`src/rtl/alu_issue_sched.sv`:
```
// alu_issue_sched: round-robin issue scheduler sharing one integer ALU among
// NREQ reservation-station requesters. It tracks the single in-flight op for
// mispredict kill and implements a drain/hold handshake for serializing ops.
// Optional build macro: ALU_ISSUE_PERF_EN adds saturating issue/kill counters.
module alu_issue_sched #(
  parameter int NREQ        = 4,
  parameter int SPECTAG_LEN = 5,
  parameter int IDXW        = 2
) (
  input  logic                        clk,
  input  logic                        reset,
  input  logic [NREQ-1:0]             req,
  input  logic [NREQ-1:0]             req_specbit,
  input  logic [NREQ*SPECTAG_LEN-1:0] req_spectag,
  input  logic                        prmiss,
  input  logic [SPECTAG_LEN-1:0]      spectagfix,
  input  logic                        ex_stall,
  input  logic                        hold_req,
  output logic [NREQ-1:0]             grant,
  output logic                        issue,
  output logic [IDXW-1:0]             issue_idx,
  output logic                        ex_valid,
  output logic [IDXW-1:0]             ex_idx,
  output logic                        kill_ex,
  output logic                        hold_ack
`ifdef ALU_ISSUE_PERF_EN
  ,
  output logic [31:0]                 issue_cnt,
  output logic [15:0]                 kill_cnt
`endif
);

  localparam int unsigned NR = NREQ;

  typedef enum logic [1:0] {
    ST_RUN   = 2'd0,
    ST_DRAIN = 2'd1,
    ST_HELD  = 2'd2
  } state_e;

  state_e                 state_q, state_d;
  logic [IDXW-1:0]        rr_ptr_q, rr_ptr_d;
  logic                   ex_valid_q, ex_valid_d;
  logic [IDXW-1:0]        ex_idx_q, ex_idx_d;
  logic [SPECTAG_LEN-1:0] ex_tag_q, ex_tag_d;
  logic                   ex_spec_q, ex_spec_d;

  logic [NREQ-1:0]        killed;
  logic [NREQ-1:0]        eligible;
  logic                   run_en;
  logic                   found;
  logic [IDXW-1:0]        gnt_idx;
  logic [SPECTAG_LEN-1:0] sel_tag;
  logic                   sel_spec;

  // Requesters whose op depends on the mispredicted branch are killed.
  always_comb begin
    killed = '0;
    for (int unsigned i = 0; i < NR; i++) begin
      killed[i] = prmiss & req_specbit[i] &
                  (|(req_spectag[i*SPECTAG_LEN +: SPECTAG_LEN] & spectagfix));
    end
  end

  // Eligibility: grants only in RUN without a pending hold, no stall, out of reset.
  always_comb begin
    eligible = req & ~killed & {NREQ{run_en & ~hold_req & ~ex_stall & reset}};
  end

  // Round-robin search starting at rr_ptr, wrapping modulo NREQ; first hit wins.
  always_comb begin
    int unsigned cand;
    grant    = '0;
    gnt_idx  = '0;
    found    = 1'b0;
    sel_tag  = '0;
    sel_spec = 1'b0;
    cand     = 0;
    for (int unsigned j = 0; j < NR; j++) begin
      cand = (32'(rr_ptr_q) + j) % NR;
      if (!found && eligible[cand]) begin
        found       = 1'b1;
        grant[cand] = 1'b1;
        gnt_idx     = IDXW'(cand);
        sel_tag     = req_spectag[cand*SPECTAG_LEN +: SPECTAG_LEN];
        sel_spec    = req_specbit[cand];
      end
    end
  end

  // Issue outputs and next pointer / in-flight stage contents.
  always_comb begin
    issue      = found;
    issue_idx  = gnt_idx;
    rr_ptr_d   = rr_ptr_q;
    if (found) begin
      rr_ptr_d = (32'(gnt_idx) == NR - 1) ? '0 : gnt_idx + 1'b1;
    end
    ex_valid_d = found;
    ex_idx_d   = gnt_idx;
    ex_tag_d   = found ? sel_tag  : ex_tag_q;
    ex_spec_d  = found ? sel_spec : ex_spec_q;
  end

  // Arbiter pointer and in-flight op registers.
  always_ff @(posedge clk or negedge reset) begin
    if (!reset) begin
      rr_ptr_q   <= '0;
      ex_valid_q <= 1'b0;
      ex_idx_q   <= '0;
      ex_tag_q   <= '0;
      ex_spec_q  <= 1'b0;
    end else begin
      rr_ptr_q   <= rr_ptr_d;
      ex_valid_q <= ex_valid_d;
      ex_idx_q   <= ex_idx_d;
      ex_tag_q   <= ex_tag_d;
      ex_spec_q  <= ex_spec_d;
    end
  end

  // Kill is advisory: the op still completes, consumers gate its writeback.
  always_comb begin
    ex_valid = ex_valid_q;
    ex_idx   = ex_idx_q;
    kill_ex  = ex_valid_q & ex_spec_q & prmiss & (|(ex_tag_q & spectagfix));
  end

  // Drain/hold FSM state register.
  always_ff @(posedge clk or negedge reset) begin
    if (!reset) begin
      state_q <= ST_RUN;
    end else begin
      state_q <= state_d;
    end
  end

  // Drain/hold FSM next-state logic.
  always_comb begin
    state_d = state_q;
    unique case (state_q)
      ST_RUN:   if (hold_req) state_d = ST_DRAIN;
      ST_DRAIN: begin
        if (!hold_req)       state_d = ST_RUN;
        else if (!ex_valid_q) state_d = ST_HELD;
      end
      ST_HELD:  if (!hold_req) state_d = ST_RUN;
      default:  state_d = ST_RUN;
    endcase
  end

  // Drain/hold FSM outputs.
  always_comb begin
    run_en   = (state_q == ST_RUN);
    hold_ack = (state_q == ST_HELD);
  end

`ifdef ALU_ISSUE_PERF_EN
  logic [31:0] issue_cnt_q, issue_cnt_d;
  logic [15:0] kill_cnt_q, kill_cnt_d;

  // Saturating event counters.
  always_comb begin
    issue_cnt_d = issue_cnt_q;
    kill_cnt_d  = kill_cnt_q;
    if (issue && (issue_cnt_q != '1)) issue_cnt_d = issue_cnt_q + 1'b1;
    if (kill_ex && (kill_cnt_q != '1)) kill_cnt_d = kill_cnt_q + 1'b1;
    issue_cnt = issue_cnt_q;
    kill_cnt  = kill_cnt_q;
  end

  // Counter registers.
  always_ff @(posedge clk or negedge reset) begin
    if (!reset) begin
      issue_cnt_q <= '0;
      kill_cnt_q  <= '0;
    end else begin
      issue_cnt_q <= issue_cnt_d;
      kill_cnt_q  <= kill_cnt_d;
    end
  end
`endif

endmodule

```
`config.mk`:
```
export PLATFORM = sky130hd
export DESIGN_NAME = alu_issue_sched
export DESIGN_NICKNAME = d
export VERILOG_FILES = /design/src/rtl/alu_issue_sched.sv
export SDC_FILE = /design/constraint.sdc
export NUM_CORES = 1
export LEC_CHECK = 0
export BUFFER_PORTS_ARGS = -buffer_cell sky130_fd_sc_hd__buf_2
export CELL_PAD_IN_SITES_DETAIL_PLACEMENT = 0
export CELL_PAD_IN_SITES_GLOBAL_PLACEMENT = 1
export CORE_MARGIN = 5
export CORE_UTILIZATION = 41
export CTS_BUF_LIST = sky130_fd_sc_hd__clkbuf_16
export DETAILED_ROUTE_END_ITERATION = 7
export MAX_ROUTING_LAYER = met4
export PLACE_DENSITY_LB_ADDON = 0.08
export SLEW_MARGIN = 20
export SYNTH_ARGS = -nofsm -noshare
export SYNTH_HDL_FRONTEND = slang
export SYNTH_SLANG_ARGS = --single-unit
```
`constraint.sdc`:
```
create_clock -name clk -period 3 [get_ports clk]
set_input_delay 0.15 -clock clk [delete_from_list [all_inputs] [get_ports clk]]
set_output_delay 0.15 -clock clk [all_outputs]
set_load 0.02 [all_outputs]
```
# After elaboration in Yosys (flattened, before gate mapping)
# Cells that the tools add are included.
[totals]
elab_cells = 126
output_inout_bits = 12
regBits = 13
in_bits = 38
[op_classes]
reduce_logical = 17
muxes = 50
shifts = 4
eq_ne = 6
n_addsub = 4
magnitude_cmp = 8
bitwise = 27
mul = 4
[ops]
columns = ["cell", "n"]
rows = [
  ["20-bit by 6-bit indexed part select with 5-bit output", 4],
  ["5-bit bitwise AND", 5],
  ["5-bit OR reduction", 5],
  ["2-bit by 3-bit multiplier with 5-bit output (second input constant)", 4],
  ["1-bit 2-to-1 mux", 20],
  ["5-bit 2-to-1 mux", 4],
  ["2-bit 2-to-1 mux", 9],
  ["1-bit binary-select mux with 2-bit select", 8],
  ["4-bit 2-to-1 mux", 4],
  ["1-bit bitwise AND", 14],
  ["2-bit by 3-bit < comparator with 1-bit output (second input constant)", 4],
  ["4-bit OR", 3],
  ["4-bit bitwise AND", 2],
  ["1-bit demux with 2-bit select", 4],
  ["2-bit by 1-bit greater-or-equal comparator with 1-bit output (second input constant)", 4],
  ["1-bit logical AND", 7],
  ["2-bit one-hot mux with 3 select lines", 1],
  ["2-bit by 1-bit adder with 2-bit output (second input constant)", 2],
  ["2-bit adder (second input constant)", 2],
  ["2-bit equality test (second input constant)", 2],
  ["2-bit inequality test (second input constant)", 2],
  ["4-bit inverter", 1],
  ["1-bit logical NOT", 3],
  ["3-bit inequality test (second input constant)", 1],
  ["4 further kinds", 5],
]

# Longest topological paths before layout
[depth]
ltp_word = 20
depth_mapped = 10
mapped_depth_nobuf = 8

# Worst setup path after synthesis
# Ideal clock, no wire load.
[synth_timing]
path_kind = "register to register"
start = "register rr_ptr_q[1]"
end = "register rr_ptr_q[1]"
setup_ns = 0.079
slack_ns = 0.271
synth_period_minus_slack_ns = 2.729
required_time_ns = 2.921
stages_incl_launch_ff = 11
arrival_ns = 2.650
path_buffers = 2
cell_sequence = "dfrtp_1 > inv_2 > ha_1 > clkbuf_1 > and3_1 > a221oi_2 > o22ai_1 > or4b_1 > buf_2 > a2bb2oi_1 > mux2i_1"
[synth_between]
elab_cells_between_ends = 28
[synth_lines]
columns = ["element", "line", "text"]
rows = [
  ["start, declared", "42", "logic [IDXW-1:0] rr_ptr_q, rr_ptr_d;"],
  ["start signal, assigned", "114", "rr_ptr_q <= rr_ptr_d;"],
  ["parallel branches: the longest is 11 deep, another holds 2-bit by 1-bit adder with 2-bit output", "n/a", ""],
  ["1-bit 2-to-1 mux (*)", "81", "if (!found && eligible[cand]) begin"],
  ["named net issue", "20", "output logic issue,"],
]
# Mark *: on every way through the listed nets, which the timed path passes. The select of a mux whose other input is x is not followed.
# A chain may end at the register's enable or synchronous reset.

# Final worst setup path
[layout_timing]
start = "register rr_ptr_q[1]"
end = "output port issue_idx[1]"
[layout_between]
elab_chain_len = 12
elab_cells_between_ends = 24
[layout_lines]
columns = ["element", "line", "text"]
rows = [
  ["parallel branches: the longest is 11 deep, another holds 2-bit by 1-bit adder with 2-bit output", "n/a", ""],
  ["2-bit 2-to-1 mux (*)", "81", ""],
  ["end, declared", "21", "output logic [IDXW-1:0] issue_idx,"],
]
# Every way passes the cells marked *. The select of a mux whose other input is x is not followed.

==> results.py <==
metrics = {
    "clocking": {
        "clkTransAtPathRegs_ns": 0.04,
        "cts_buffer_depth": 2,
        "cts.sinks": 13,
        "cts_tree": "built",
        "cts_buffers": 3,
        "clockRootBuffer": "clkbuf_16",
        "worst_skew_pair.late_latency_ns": 0.24,
        "htreeDepth": 1,
    },
    "sta": {
        "fin_crit_sh_pct": 94.4,
        "min_period_ns": 2.83,
        "rsz0062_at_grt": "false",
        "holdWs_ns": 0.272,
        "hold_viol_final": 0,
        "timing.fmax_mhz": 353,
        "relSlewSlack_pct": 62.0,
        "finalSetupViolations": 0,
        "skew_ns": 0.00291,
        "max_slew.worst_pin.slew_ns": 0.571,
        "setup_tns_ns": 0,
        "drv_slew": 0,
    },
    "detailed_routing": {
        "antenna_left": 0,
        "drt_pass1_iterations": 5,
        "vias": 2011,
        "via_per_inst": 6.45,
        "wl_per_cell_um": 19.7,
        "routed_wl_um": 6130,
        "drc": 0,
        "drt-initial-drc-count": 198,
    },
    "synthesis": {
        "async_reset_ff_share_pct": 100,
        "ys_ff_latch": 13,
        "yosysSeqAreaShare_pct": 16.7,
        "synth_edf_count": 0,
        "yosysWarnings": 0,
        "syn_area_um2": 1950,
        "syn_area_per_cell_um2": 9.52,
        "synth_cell_types": 46,
        "syn_nets": 247,
        "synthFlopType": "dfrtp_1",
        "synth_cells": 205,
    },
    "critical_path": {
        "startpoint_type": "flip-flop",
        "cp_max_fo": 18,
        "crit_path_end_kind": "primary output",
        "critical_path_arrival_ns": 2.68,
        "crit_required_ns": 2.85,
        "crit_type": "reg2out",
    },
    "grt": {
        "grt_max_degree": 40,
        "antenna_found_initial": 0,
        "grt_pass1_vias": 1848,
        "track_usage_pct": 20.4,
        "grt_pass1_wl_um": 9800,
        "grt_remaining_overflow": 0,
    },
    "cells_and_area": {
        "antennaDiodeCount": 0,
        "finalInstanceArea_um2": 2400,
        "multi_input_area_um2": 1540,
        "synthToLayoutAreaGrowth_pct": 23.1,
        "fin_cells": 312,
        "regArea_um2": 327,
        "final_nets": 301,
        "drive_above_1_share_pct": 38.4,
        "fillers": 429,
    },
    "die": {
        "start_util_pct": 41.9,
        "fp.coreArea_um2": 4660,
        "die_y_um": 79.0,
        "io_pins": 50,
        "die-area_um2": 6240,
        "die_w_um": 79.0,
        "rows": 25,
    },
    "place": {
        "port_buffers": 49,
        "hpwl_um": 4760,
        "dpl_cell_area_um2": 2280,
        "gp_congestion": 0.815,
        "placed_cells": 306,
    },
    "power": {
        "power_leakage_nw": 1.05,
        "power_density_nw_per_um2": 1080,
        "vdd_drop_max_mv": 0.481,
    },
    "status": {
        "status": "completed",
    },
    "run": {
        "cap_violations": 0,
    },
    "min_path": {
        "hp-class": "in2async",
    },
}
==> final timing paths <==
path / from / endpoint / slack, ns / cells past startpoint
setup / recovery: rr_ptr_q[1] / issue_idx[1] / 0.17 / 8
hold / removal: reset / state_q[0] / 0.27 / 2
setup reg to reg: rr_ptr_q[1] / rr_ptr_q[1] / 0.40 / 9
hold reg to reg: state_q[1] / state_q[0] / 0.50 / 1
max in group asynchronous: reset / asynchronous set/reset pin / 2.35 / 3
min in group clk: hold_req / state_q[1] / 0.31 / 3
==> cells in the mapped netlist, drive strengths merged (5+ instances only) <==
cell type	count	area share (%)
mux4	22	25
nand2	21	4.0
inv	16	3.1
nor2	15	2.9
mux2i	14	7.2
dfrtp	13	17
a21oi	6	1.5
buf	6	1.5
o22ai	6	1.9
a221o	5	2.6
a222oi	5	2.6
clkbuf	5	0.96
nand3	5	1.3
o21ai	5	1.3
==> cells by family (layout without fill, tap and decap cells) <==
logic type	after synthesis	count (layout)	synth area share (%)
adders and majority gates	4	4	2.56
and+or+nand+nor	61	61	15.6
AOI/OAI and AO/OA	63	63	26.5
DFF	13	13	16.7
muxes	36	36	32.6
buffers and inverters	27	80	5.58
xor gates and xnor gates	1	1	0.449
==> timing repair <==
item | in CTS | in global routing
hold buffers | 1 | 0
gates resized for setup | 0 | 5
setup endpoints to repair | 0 | 7
buffers inserted | 0 | 1
hold endpoints to repair | 13 | 0
==> through the flow <==
step	util (%)	setup slack (ns)	total power [mW]
final	51.6	0.169	2.58
after global routing	51.6	0.0339	2.79
after CTS	50.9	0.0249	2.55
after detailed placement	49.0	0.288	2.30
after global placement	49.0	0.294	2.30
after floorplan	-	0.271	1.82
==> power by group <==
group | leakage (nW) | switching, mW | internal (mW) | total (mW)
clock network | 0.0423 | 0.0660 | 0.175 | 0.241
logic | 0.851 | 1.11 | 0.923 | 2.03
registers | 0.155 | 0.0447 | 0.268 | 0.313
==> layer usage <==
layer | routed length [µm] | track usage [%]
met1 | 2920 | 32.5
met4 | 38 | 4.12
met2 | 2620 | 27.8
met3 | 557 | 2.04
met5 | 0 | -
==> placed cells by master (no fill, tap or decap), types with 2 or more instances in the layout <==
| cell type | n |
|---|---|
| a211o_1 | 2 |
| a21boi_0 | 4 |
| a21oi_1 | 6 |
| a221o_1 | 5 |
| a221oi_2 | 4 |
| a222oi_1 | 5 |
| a22oi_1 | 3 |
| a2bb2oi_1 | 3 |
| a31oi_1 | 3 |
| a41o_1 | 2 |
| a41oi_1 | 2 |
| buf_2 | 49 |
| buf_4 | 10 |
| clkbuf_16 | 3 |
| dfrtp_1 | 12 |
| ha_1 | 4 |
| inv_1 | 15 |
| inv_2 | 2 |
| mux2i_1 | 14 |
| mux4_2 | 22 |
| nand2_1 | 20 |
| nand2b_1 | 3 |
| nand3_1 | 5 |
| nand4_1 | 2 |
| nor2_1 | 15 |
| nor2b_1 | 2 |
| nor3_4 | 2 |
| o211ai_1 | 2 |
| o21ai_0 | 4 |
| o22ai_1 | 6 |
| o2bb2ai_1 | 4 |
| or3_1 | 3 |
| or4b_4 | 2 |
==> registers in the layout, summed over array words and instances, names as in the netlist, named ones only <==
register	flops
ex_tag_q	5
ex_spec_q	1
state_q	2
ex_valid	1
rr_ptr_q	1
ex_idx	2
==> cell type report <==
cell class,instances,share of cell area [%]
clock buffer,3,3.12
multi-input combinational,165,64.1
tap,54,2.81
timing repair buffer,60,13.7
sequential,13,13.6
inverter,16,2.50
clock inverter,1,0.156
==> worst max-delay path, cell delays in order, from the launching register on <==
cell and delay (ns):
dfrtp_1 0.38, inv_2 0.12, ha_1 0.25, buf_4 0.22, or3_1 0.41, a2111o_1 0.46
nand2_2 0.16, o32a_1 0.25, buf_2 0.19
No activity file was read; power rests on OpenSTA's default activity.
